**src/rtl/axi_dac_reader_pkg.sv**
```systemverilog
// Shared types, AXI constants and sample-lane helpers for the AXI DAC reader.
package axi_dac_reader_pkg;

  typedef enum logic [1:0] {
    IDLE  = 2'd0,
    ADDR  = 2'd1,
    DATA  = 2'd2,
    DRAIN = 2'd3
  } state_t;

  localparam logic [2:0] AXI_SIZE_8B    = 3'd3;
  localparam logic [1:0] AXI_BURST_INCR = 2'b01;

  localparam int unsigned SMP_W  = 14;
  localparam int unsigned LANE_W = 16;
  localparam int unsigned LANES  = 4;
  localparam int unsigned BEAT_W = 64;

  // Sample k lives in bits [16k+13:16k]; the two top bits of each lane are ignored.
  function automatic logic [SMP_W-1:0] lane_sample(input logic [BEAT_W-1:0] word,
                                                   input logic [1:0]        lane);
    return word[LANE_W*lane +: SMP_W];
  endfunction

endpackage

```
**src/rtl/axi_dac_reader_fifo.sv**
```systemverilog
// Single-clock beat FIFO with flush and free-entry count; push and pop may coincide.
module sync_fifo_64
  import axi_dac_reader_pkg::*;
#(
  parameter int unsigned DEPTH = 64,
  parameter int unsigned CNT_W = $clog2(DEPTH + 1)
) (
  input  logic              clk_i,
  input  logic              rst_i,
  input  logic              flush_i,
  input  logic              push_i,
  input  logic [BEAT_W-1:0] din_i,
  input  logic              pop_i,
  output logic [BEAT_W-1:0] dout_o,
  output logic              empty_o,
  output logic [CNT_W-1:0]  free_o
);
  localparam int unsigned PTR_W = $clog2(DEPTH);

  logic [BEAT_W-1:0] mem_q [DEPTH];
  logic [PTR_W-1:0]  wr_ptr_q, wr_ptr_d, rd_ptr_q, rd_ptr_d;
  logic [CNT_W-1:0]  cnt_q, cnt_d;
  logic              do_push, do_pop;

  // A pop frees the slot a simultaneous push into a full FIFO needs.
  always_comb begin
    do_pop   = pop_i && (cnt_q != '0);
    do_push  = push_i && ((cnt_q != CNT_W'(DEPTH)) || do_pop);
    wr_ptr_d = wr_ptr_q;
    rd_ptr_d = rd_ptr_q;
    cnt_d    = cnt_q;
    if (flush_i) begin
      wr_ptr_d = '0;
      rd_ptr_d = '0;
      cnt_d    = '0;
    end else begin
      if (do_push) wr_ptr_d = wr_ptr_q + PTR_W'(1);
      if (do_pop)  rd_ptr_d = rd_ptr_q + PTR_W'(1);
      cnt_d = cnt_q + CNT_W'(do_push) - CNT_W'(do_pop);
    end
  end

  always_ff @(posedge clk_i) begin
    if (rst_i) begin
      wr_ptr_q <= '0;
      rd_ptr_q <= '0;
      cnt_q    <= '0;
    end else begin
      wr_ptr_q <= wr_ptr_d;
      rd_ptr_q <= rd_ptr_d;
      cnt_q    <= cnt_d;
    end
  end

  always_ff @(posedge clk_i) begin
    if (do_push && !flush_i) mem_q[wr_ptr_q] <= din_i;
  end

  assign dout_o  = mem_q[rd_ptr_q];
  assign empty_o = (cnt_q == '0);
  assign free_o  = CNT_W'(DEPTH) - cnt_q;

endmodule

```
**src/rtl/axi_dac_reader.sv**
```systemverilog
// AXI3 HP read master streaming a circular DDR sample buffer out as 14-bit DAC samples.
// One-shot playback (ctrl_oneshot_i) is compiled in with AXI_DAC_READER_ONESHOT_EN.
module axi_dac_reader
  import axi_dac_reader_pkg::*;
#(
  parameter int unsigned BURST_LEN  = 16,
  parameter int unsigned FIFO_DEPTH = 64,
  parameter int unsigned AW         = 32
) (
  input  logic          axi_clk_i,
  input  logic          axi_rst_i,
  input  logic          ctrl_start_i,
  input  logic          ctrl_stop_i,
`ifdef AXI_DAC_READER_ONESHOT_EN
  input  logic          ctrl_oneshot_i,
`endif
  input  logic [AW-1:0] cfg_start_addr_i,
  input  logic [AW-1:0] cfg_end_addr_i,
  output logic [AW-1:0] axi_araddr_o,
  output logic [3:0]    axi_arlen_o,
  output logic [2:0]    axi_arsize_o,
  output logic [1:0]    axi_arburst_o,
  output logic          axi_arvalid_o,
  input  logic          axi_arready_i,
  input  logic [63:0]   axi_rdata_i,
  input  logic [1:0]    axi_rresp_i,
  input  logic          axi_rlast_i,
  input  logic          axi_rvalid_i,
  output logic          axi_rready_o,
  output logic [13:0]   smp_o,
  output logic          smp_valid_o,
  input  logic          smp_ready_i,
  output logic          busy_o,
  output logic          err_o,
  output logic          underrun_o
);
  localparam int unsigned CNT_W       = $clog2(FIFO_DEPTH + 1);
  localparam int unsigned BEAT_CNT_W  = 4;
  localparam int unsigned BURST_BYTES = BURST_LEN * 8;

  state_t            state_q, state_d;
  logic [AW-1:0]     start_q, start_d, end_q, end_d, ptr_q, ptr_d, araddr_q, araddr_d;
  logic [BEAT_CNT_W-1:0] beat_q, beat_d;
  logic              arvalid_q, arvalid_d, rready_q, rready_d, busy_q, busy_d;
  logic              err_q, err_d, underrun_q, underrun_d, emitted_q, emitted_d;
  logic              done_q, done_d, oneshot_en;
  logic [BEAT_W-1:0] word_q, word_d;
  logic [1:0]        lane_q, lane_d;
  logic [SMP_W-1:0]  smp_q, smp_d;
  logic              smp_valid_q, smp_valid_d;

  logic              fifo_push, fifo_pop, fifo_empty, flush;
  logic [BEAT_W-1:0] fifo_din, fifo_dout;
  logic [CNT_W-1:0]  fifo_free;
  logic              beat_hs, last_beat, unpack_idle, smp_accept;
  logic [AW-1:0]     ptr_inc;

`ifdef AXI_DAC_READER_ONESHOT_EN
  logic oneshot_q, oneshot_d;
  assign oneshot_en = oneshot_q;
`else
  assign oneshot_en = 1'b0;
`endif

  sync_fifo_64 #(.DEPTH(FIFO_DEPTH), .CNT_W(CNT_W)) u_fifo (
    .clk_i   (axi_clk_i),
    .rst_i   (axi_rst_i),
    .flush_i (flush),
    .push_i  (fifo_push),
    .din_i   (fifo_din),
    .pop_i   (fifo_pop),
    .dout_o  (fifo_dout),
    .empty_o (fifo_empty),
    .free_o  (fifo_free)
  );

  // Burst sequencing: one outstanding AR, FIFO space reserved before the request.
  always_comb begin
    state_d    = state_q;
    start_d    = start_q;
    end_d      = end_q;
    ptr_d      = ptr_q;
    beat_d     = beat_q;
    arvalid_d  = arvalid_q;
    araddr_d   = araddr_q;
    err_d      = err_q;
    underrun_d = underrun_q;
    emitted_d  = emitted_q || smp_valid_q;
    done_d     = done_q;
`ifdef AXI_DAC_READER_ONESHOT_EN
    oneshot_d  = oneshot_q;
`endif
    fifo_push   = 1'b0;
    fifo_din    = '0;
    flush       = 1'b0;
    beat_hs     = axi_rvalid_i && rready_q;
    last_beat   = (beat_q == BEAT_CNT_W'(BURST_LEN - 1));
    ptr_inc     = ptr_q + AW'(BURST_BYTES);
    unpack_idle = fifo_empty && (!smp_valid_q || (smp_ready_i && lane_q == 2'(LANES - 1)));

    if ((state_q == ADDR || state_q == DATA) && emitted_q && smp_ready_i && !smp_valid_q)
      underrun_d = 1'b1;

    case (state_q)
      IDLE: begin
        if (ctrl_start_i && !ctrl_stop_i) begin
          state_d    = ADDR;
          start_d    = cfg_start_addr_i;
          end_d      = cfg_end_addr_i;
          ptr_d      = cfg_start_addr_i;
          err_d      = 1'b0;
          underrun_d = 1'b0;
          emitted_d  = 1'b0;
          done_d     = 1'b0;
`ifdef AXI_DAC_READER_ONESHOT_EN
          oneshot_d  = ctrl_oneshot_i;
`endif
        end
      end
      ADDR: begin
        if (ctrl_stop_i && !(arvalid_q && axi_arready_i)) begin
          state_d   = IDLE;
          arvalid_d = 1'b0;
          flush     = 1'b1;
        end else if (arvalid_q) begin
          if (axi_arready_i) begin
            arvalid_d = 1'b0;
            beat_d    = '0;
            state_d   = ctrl_stop_i ? DRAIN : DATA;
          end
        end else if (done_q) begin
          if (unpack_idle) state_d = IDLE;
        end else if (fifo_free >= CNT_W'(BURST_LEN)) begin
          arvalid_d = 1'b1;
          araddr_d  = ptr_q;
        end
      end
      DATA: begin
        if (beat_hs) begin
          fifo_push = 1'b1;
          fifo_din  = (axi_rresp_i != 2'b00) ? '0 : axi_rdata_i;
          if (axi_rresp_i != 2'b00 || axi_rlast_i != last_beat) err_d = 1'b1;
          beat_d = beat_q + BEAT_CNT_W'(1);
          if (last_beat) begin
            state_d = ADDR;
            if (ptr_inc >= end_q) begin
              ptr_d  = start_q;
              done_d = oneshot_en;
            end else begin
              ptr_d = ptr_inc;
            end
          end
        end
        if (ctrl_stop_i) begin
          if (beat_hs && last_beat) begin
            state_d = IDLE;
            flush   = 1'b1;
          end else begin
            state_d = DRAIN;
          end
        end
      end
      DRAIN: begin
        // Bursts cannot be aborted: swallow beats until the burst is over.
        if (beat_hs) begin
          beat_d = beat_q + BEAT_CNT_W'(1);
          if (axi_rlast_i || last_beat) begin
            state_d = IDLE;
            flush   = 1'b1;
          end
        end
      end
      default: state_d = IDLE;
    endcase

    busy_d   = (state_d != IDLE);
    rready_d = (state_d == DATA) || (state_d == DRAIN);
  end

  // Unpacker: one FIFO word yields four samples, lane 0 first, refilled back-to-back.
  always_comb begin
    smp_d       = smp_q;
    smp_valid_d = smp_valid_q;
    word_d      = word_q;
    lane_d      = lane_q;
    smp_accept  = smp_valid_q && smp_ready_i;
    fifo_pop    = !flush && !fifo_empty &&
                  (!smp_valid_q || (smp_accept && lane_q == 2'(LANES - 1)));
    if (flush) begin
      smp_valid_d = 1'b0;
      lane_d      = '0;
    end else if (fifo_pop) begin
      word_d      = fifo_dout;
      lane_d      = '0;
      smp_d       = lane_sample(fifo_dout, 2'd0);
      smp_valid_d = 1'b1;
    end else if (smp_accept) begin
      if (lane_q == 2'(LANES - 1)) begin
        smp_valid_d = 1'b0;
      end else begin
        lane_d = lane_q + 2'd1;
        smp_d  = lane_sample(word_q, lane_q + 2'd1);
      end
    end
  end

  always_ff @(posedge axi_clk_i) begin
    if (axi_rst_i) begin
      state_q     <= IDLE;
      start_q     <= '0;
      end_q       <= '0;
      ptr_q       <= '0;
      beat_q      <= '0;
      arvalid_q   <= 1'b0;
      araddr_q    <= '0;
      rready_q    <= 1'b0;
      busy_q      <= 1'b0;
      err_q       <= 1'b0;
      underrun_q  <= 1'b0;
      emitted_q   <= 1'b0;
      done_q      <= 1'b0;
      word_q      <= '0;
      lane_q      <= '0;
      smp_q       <= '0;
      smp_valid_q <= 1'b0;
    end else begin
      state_q     <= state_d;
      start_q     <= start_d;
      end_q       <= end_d;
      ptr_q       <= ptr_d;
      beat_q      <= beat_d;
      arvalid_q   <= arvalid_d;
      araddr_q    <= araddr_d;
      rready_q    <= rready_d;
      busy_q      <= busy_d;
      err_q       <= err_d;
      underrun_q  <= underrun_d;
      emitted_q   <= emitted_d;
      done_q      <= done_d;
      word_q      <= word_d;
      lane_q      <= lane_d;
      smp_q       <= smp_d;
      smp_valid_q <= smp_valid_d;
    end
  end

`ifdef AXI_DAC_READER_ONESHOT_EN
  always_ff @(posedge axi_clk_i) begin
    if (axi_rst_i) oneshot_q <= 1'b0;
    else           oneshot_q <= oneshot_d;
  end
`endif

  assign axi_araddr_o  = araddr_q;
  assign axi_arlen_o   = 4'(BURST_LEN - 1);
  assign axi_arsize_o  = AXI_SIZE_8B;
  assign axi_arburst_o = AXI_BURST_INCR;
  assign axi_arvalid_o = arvalid_q;
  assign axi_rready_o  = rready_q;
  assign smp_o         = smp_q;
  assign smp_valid_o   = smp_valid_q;
  assign busy_o        = busy_q;
  assign err_o         = err_q;
  assign underrun_o    = underrun_q;

endmodule

```
**config.mk**
```make
export PLATFORM = sky130hd
export DESIGN_NAME = axi_dac_reader
export DESIGN_NICKNAME = d
export VERILOG_FILES = /design/src/rtl/axi_dac_reader_pkg.sv /design/src/rtl/axi_dac_reader_fifo.sv /design/src/rtl/axi_dac_reader.sv
export SDC_FILE = /design/constraint.sdc
export NUM_CORES = 2
export LEC_CHECK = 0
export BUFFER_PORTS_ARGS = -buffer_cell sky130_fd_sc_hd__buf_2
export CAP_MARGIN = 20
export CELL_PAD_IN_SITES_DETAIL_PLACEMENT = 1
export CELL_PAD_IN_SITES_GLOBAL_PLACEMENT = 1
export CORE_UTILIZATION = 44
export DETAILED_ROUTE_END_ITERATION = 7
export PLACE_DENSITY = 0.62
export RECOVER_POWER = 25
export SLEW_MARGIN = 30
export SYNTH_ARGS = -nofsm -noshare
export SYNTH_HDL_FRONTEND = slang
export SYNTH_HIERARCHICAL = 1
export SYNTH_SLANG_ARGS = --single-unit
```
**constraint.sdc**
```tcl
create_clock -name axi_clk_i -period 19.75 [get_ports axi_clk_i]
set_input_delay 1.975 -clock axi_clk_i [delete_from_list [all_inputs] [get_ports axi_clk_i]]
set_output_delay 1.975 -clock axi_clk_i [all_outputs]
set_load 0.05 [all_outputs]
```
==> results.txt <==
----------------------------------------------------
[Pwr]
  Total design power ... 18.38 mW
  Internal portion of total power ... 13.79 mW
  Clock Power Share ... 40.2%
  Sequential share of power ... 48.8%
  Static Leakage ... 42.15 nW
  Switch Pwr ... 4.586 mW
  Fraction of power spent switching nets ... 24.95%
  Comb power frac ... 11.1%
  Power density over the cells ... 110.0 nW/um^2
  Worst supply voltage drop on vdd ... 0.00008388 V

[Timing]
  Final setup viols ... 0
  Slew Limit Fails ... 2269
  Actual slew at the worst max-slew pin ... 4750 ps
  Final Hold Vio Count ... 0
  Setup repair after global routing missed its margin ... no
  Post-layout min period ... 11400 ps
  Upper clock frequency limit ... 87.75 MHz
  Setup WS post-layout ... 8353 ps
  Relative slew slack ... -216.7%
  Total Neg Setup Slack ... 0 ps
  Final critical-path share of the clock period ... 57.70%
  Worst clock skew ... 63.37 ps

[Routing]
  Post-detailed-route wirelength per cell ... 36.21 um
  DRC marker count from the first detailed-route iteration ... 9023
  Number of vias per cell after detailed routing ... 6.285
  Overall routed net length ... 449200 um
  Count of TritonRoute iterations in the first routing pass ... 5
  Vias after detailed routing ... 77984
  Number of DRC violations after detailed routing ... 0
  Post-DRT Antenna Nets ... 0

[Worst setup path]
  Worst endpoint data arrival time ... 11690 ps
  Cell type of the slowest stage on the worst timing path ... clkbuf_1
  Category of the critical setup timing path ... flip-flop to flip-flop
  Most Frequent Cell on Critical Path ... clkbuf_1
  WP buf/inv ... 5
  Cell Chain, Critical Path ... inv_1 -> ha_1 -> clkbuf_1 -> inv_1 -> nor4_1 -> clkbuf_1 -> clkbuf_1 -> and2_0
  Nature of the critical path startpoint ... flip-flop
  Worst Setup End Kind ... flip-flop
  Largest driver fanout on the critical path ... 64
  Worst Path Required ... 20040 ps
  Critical path's largest stage delay ... 3360 ps
  Delay-heaviest family, CP ... buffers and inverters

[Global route]
  Maximum number of pins on one net before global-route repair ... 112
  Via count of the first global-routing pass ... 79430
  Number of antenna violations at the first check in global routing ... 41
  Global-route usage over all layers ... 26.38%
  Final global-route overflow total ... 0
  Global-route wire length before repair ... 623500 um

[Synth]
  Area of the mapped netlist ... 147500 sq um
  Average footprint of a synthesized cell ... 20.18 sq um
  Warning count from the yosys run ... 6
  Number of instances in the synthesized netlist ... 7307

[Status]
  Failing checks ... capacitance limit, slew limit
  Run status ... complete, but fails checks

[Clock tree]
  Insertion delay to the later sink of the worst-skew pair ... 980 ps
  Clock slew at the register clock pins of the worst setup and hold paths ... 60 ps
  TritonCTS Buffers ... 401
  CTS H-Tree Depth ... 5
  Clock sink count ... 3821
  Number of resized instances in the post-cts repair step ... 0
  Max clock buf depth ... 4
  Cell at the root of the clock tree ... clkbuf_16
  Buffers inserted during post-CTS setup optimization ... 0
  Hold_buf cts ... 0
  Clock tree from TritonCTS ... yes

[Final layout]
  Area added between synthesis and finish ... 13.30%
  Total Nets Final ... 7860
  Share of cells above drive strength 1 ... 24.56%
  Number of filler cells placed in the layout ... 29604

[Placement]
  Weighted congestion reported at the end of routability-driven placement ... 0.8083
  Port Buffer Count ... 181
  Pre-CTS setup slack ... 11730 ps
  Placed wire-length estimate after detailed placement ... 248700 um

[Die]
  Count of standard-cell rows ... 212
  Core area ... 333400 sq um
  Die X-Extent ... 580.9 um
  Floorplan die area ... 337500 sq um
  Floorplan die height ... 580.9 um
  I/O pin count ... 199
  Initial Util ... 44.23%

[Job]
  Number of maximum-capacitance violations ... 36

[Worst hold path]
  Type of the worst min-delay path ... flip-flop to flip-flop

----------------------------------------------------
power groups by stage:
stage,combinational [mW],sequential (mW),clock [mW]
3_5_place_dp,2.06,9.13,0
3_3_place_gp,2.05,9.12,0
2_1_floorplan,1.51,9.07,0
6_report,2.03,8.96,7.38
5_1_grt,2.17,8.96,7.76
4_1_cts,2.07,8.96,7.50
cell usage in the layout (no fill, tap or decap), drive strengths merged, types with 54 or more instances in the layout:
master	instances
clkinv	179
nand3	136
o22ai	114
inv	72
and2	64
o221ai	63
a22oi	112
edfxtp	3584
mux2i	55
clkbuf	584
nor2	164
dfxtp	237
nand2	486
and3	67
mux4	910
a21oi	190
ha	54
nand4	127
o21ai	83
buf	367
routing by layer:
metal | track usage [%] | wire length, um
met1 | 36.69 | 180700
met2 | 42.58 | 215400
met3 | 4.431 | 37290
met4 | 8.679 | 15820
met5 | 0 | 45
flip-flops by register name (all words and copies together) (netlist names), named ones only:
signal and flops:
u_fifo/mem_q 3584, ptr_q 32, busy_o 1, err_o 1, start_q 32, beat_q 4, emitted_q 1, axi_arvalid_o 1
state_q 2, u_fifo/wr_ptr_q 6, smp_o 14, u_fifo/cnt_q 7, end_q 32, axi_araddr_o 32, smp_valid_o 1, lane_q 2
word_q 56, underrun_o 1, u_fifo/rd_ptr_q 6
path summary, 6_finish.rpt:
path                            slack (ps)             endpoint         from  cells after the start
worst min-delay path                   450          start_q[20]  start_q[20]                      2
worst max register to register        8350  u_fifo/mem_q[3][19]   state_q[0]                      8
worst min register to register         450          start_q[20]  start_q[20]                      2
worst max-delay path                  8350  u_fifo/mem_q[3][19]   state_q[0]                      8
worst min-delay path, delay by kind of cell, from the launching register on:
family           cells  cell delay, ps
AO/OA/AOI/OAI        1              50
AND/OR/NAND/NOR      1              50
flip-flops           1             310
through the flow:
| step | hold slack (ps) | std cells | area, sq um | utilization (%) |
|---|---|---|---|---|
| detailed placement | 447.1 | 11642 | 154200 | 46.26 |
| CTS | 456.0 | 12383 | 167000 | 50.08 |
| global placement | 439.0 | 11632 | 153900 | 46.17 |
| floorplan | 431.5 | 7314 | 147500 | - |
| global route | 475.9 | 12403 | 167100 | 50.11 |
| finish | 454.5 | 12408 | 167100 | 50.11 |
final cells by class:
cell class              count  area, sq um  share of cell area, %
multi-input cells        2945        33000                  19.75
diodes                     16        40.04                0.02396
clock inverters           228         2100                  1.257
clock buffers             513        10660                  6.379
flip-flops and latches   3821       112400                  67.26
well taps                4387         5489                  3.285
inverters                  60        226.5                 0.1355
repair buffers            438         3181                  1.904
Note: power is estimated with default switching activity, not from simulation.
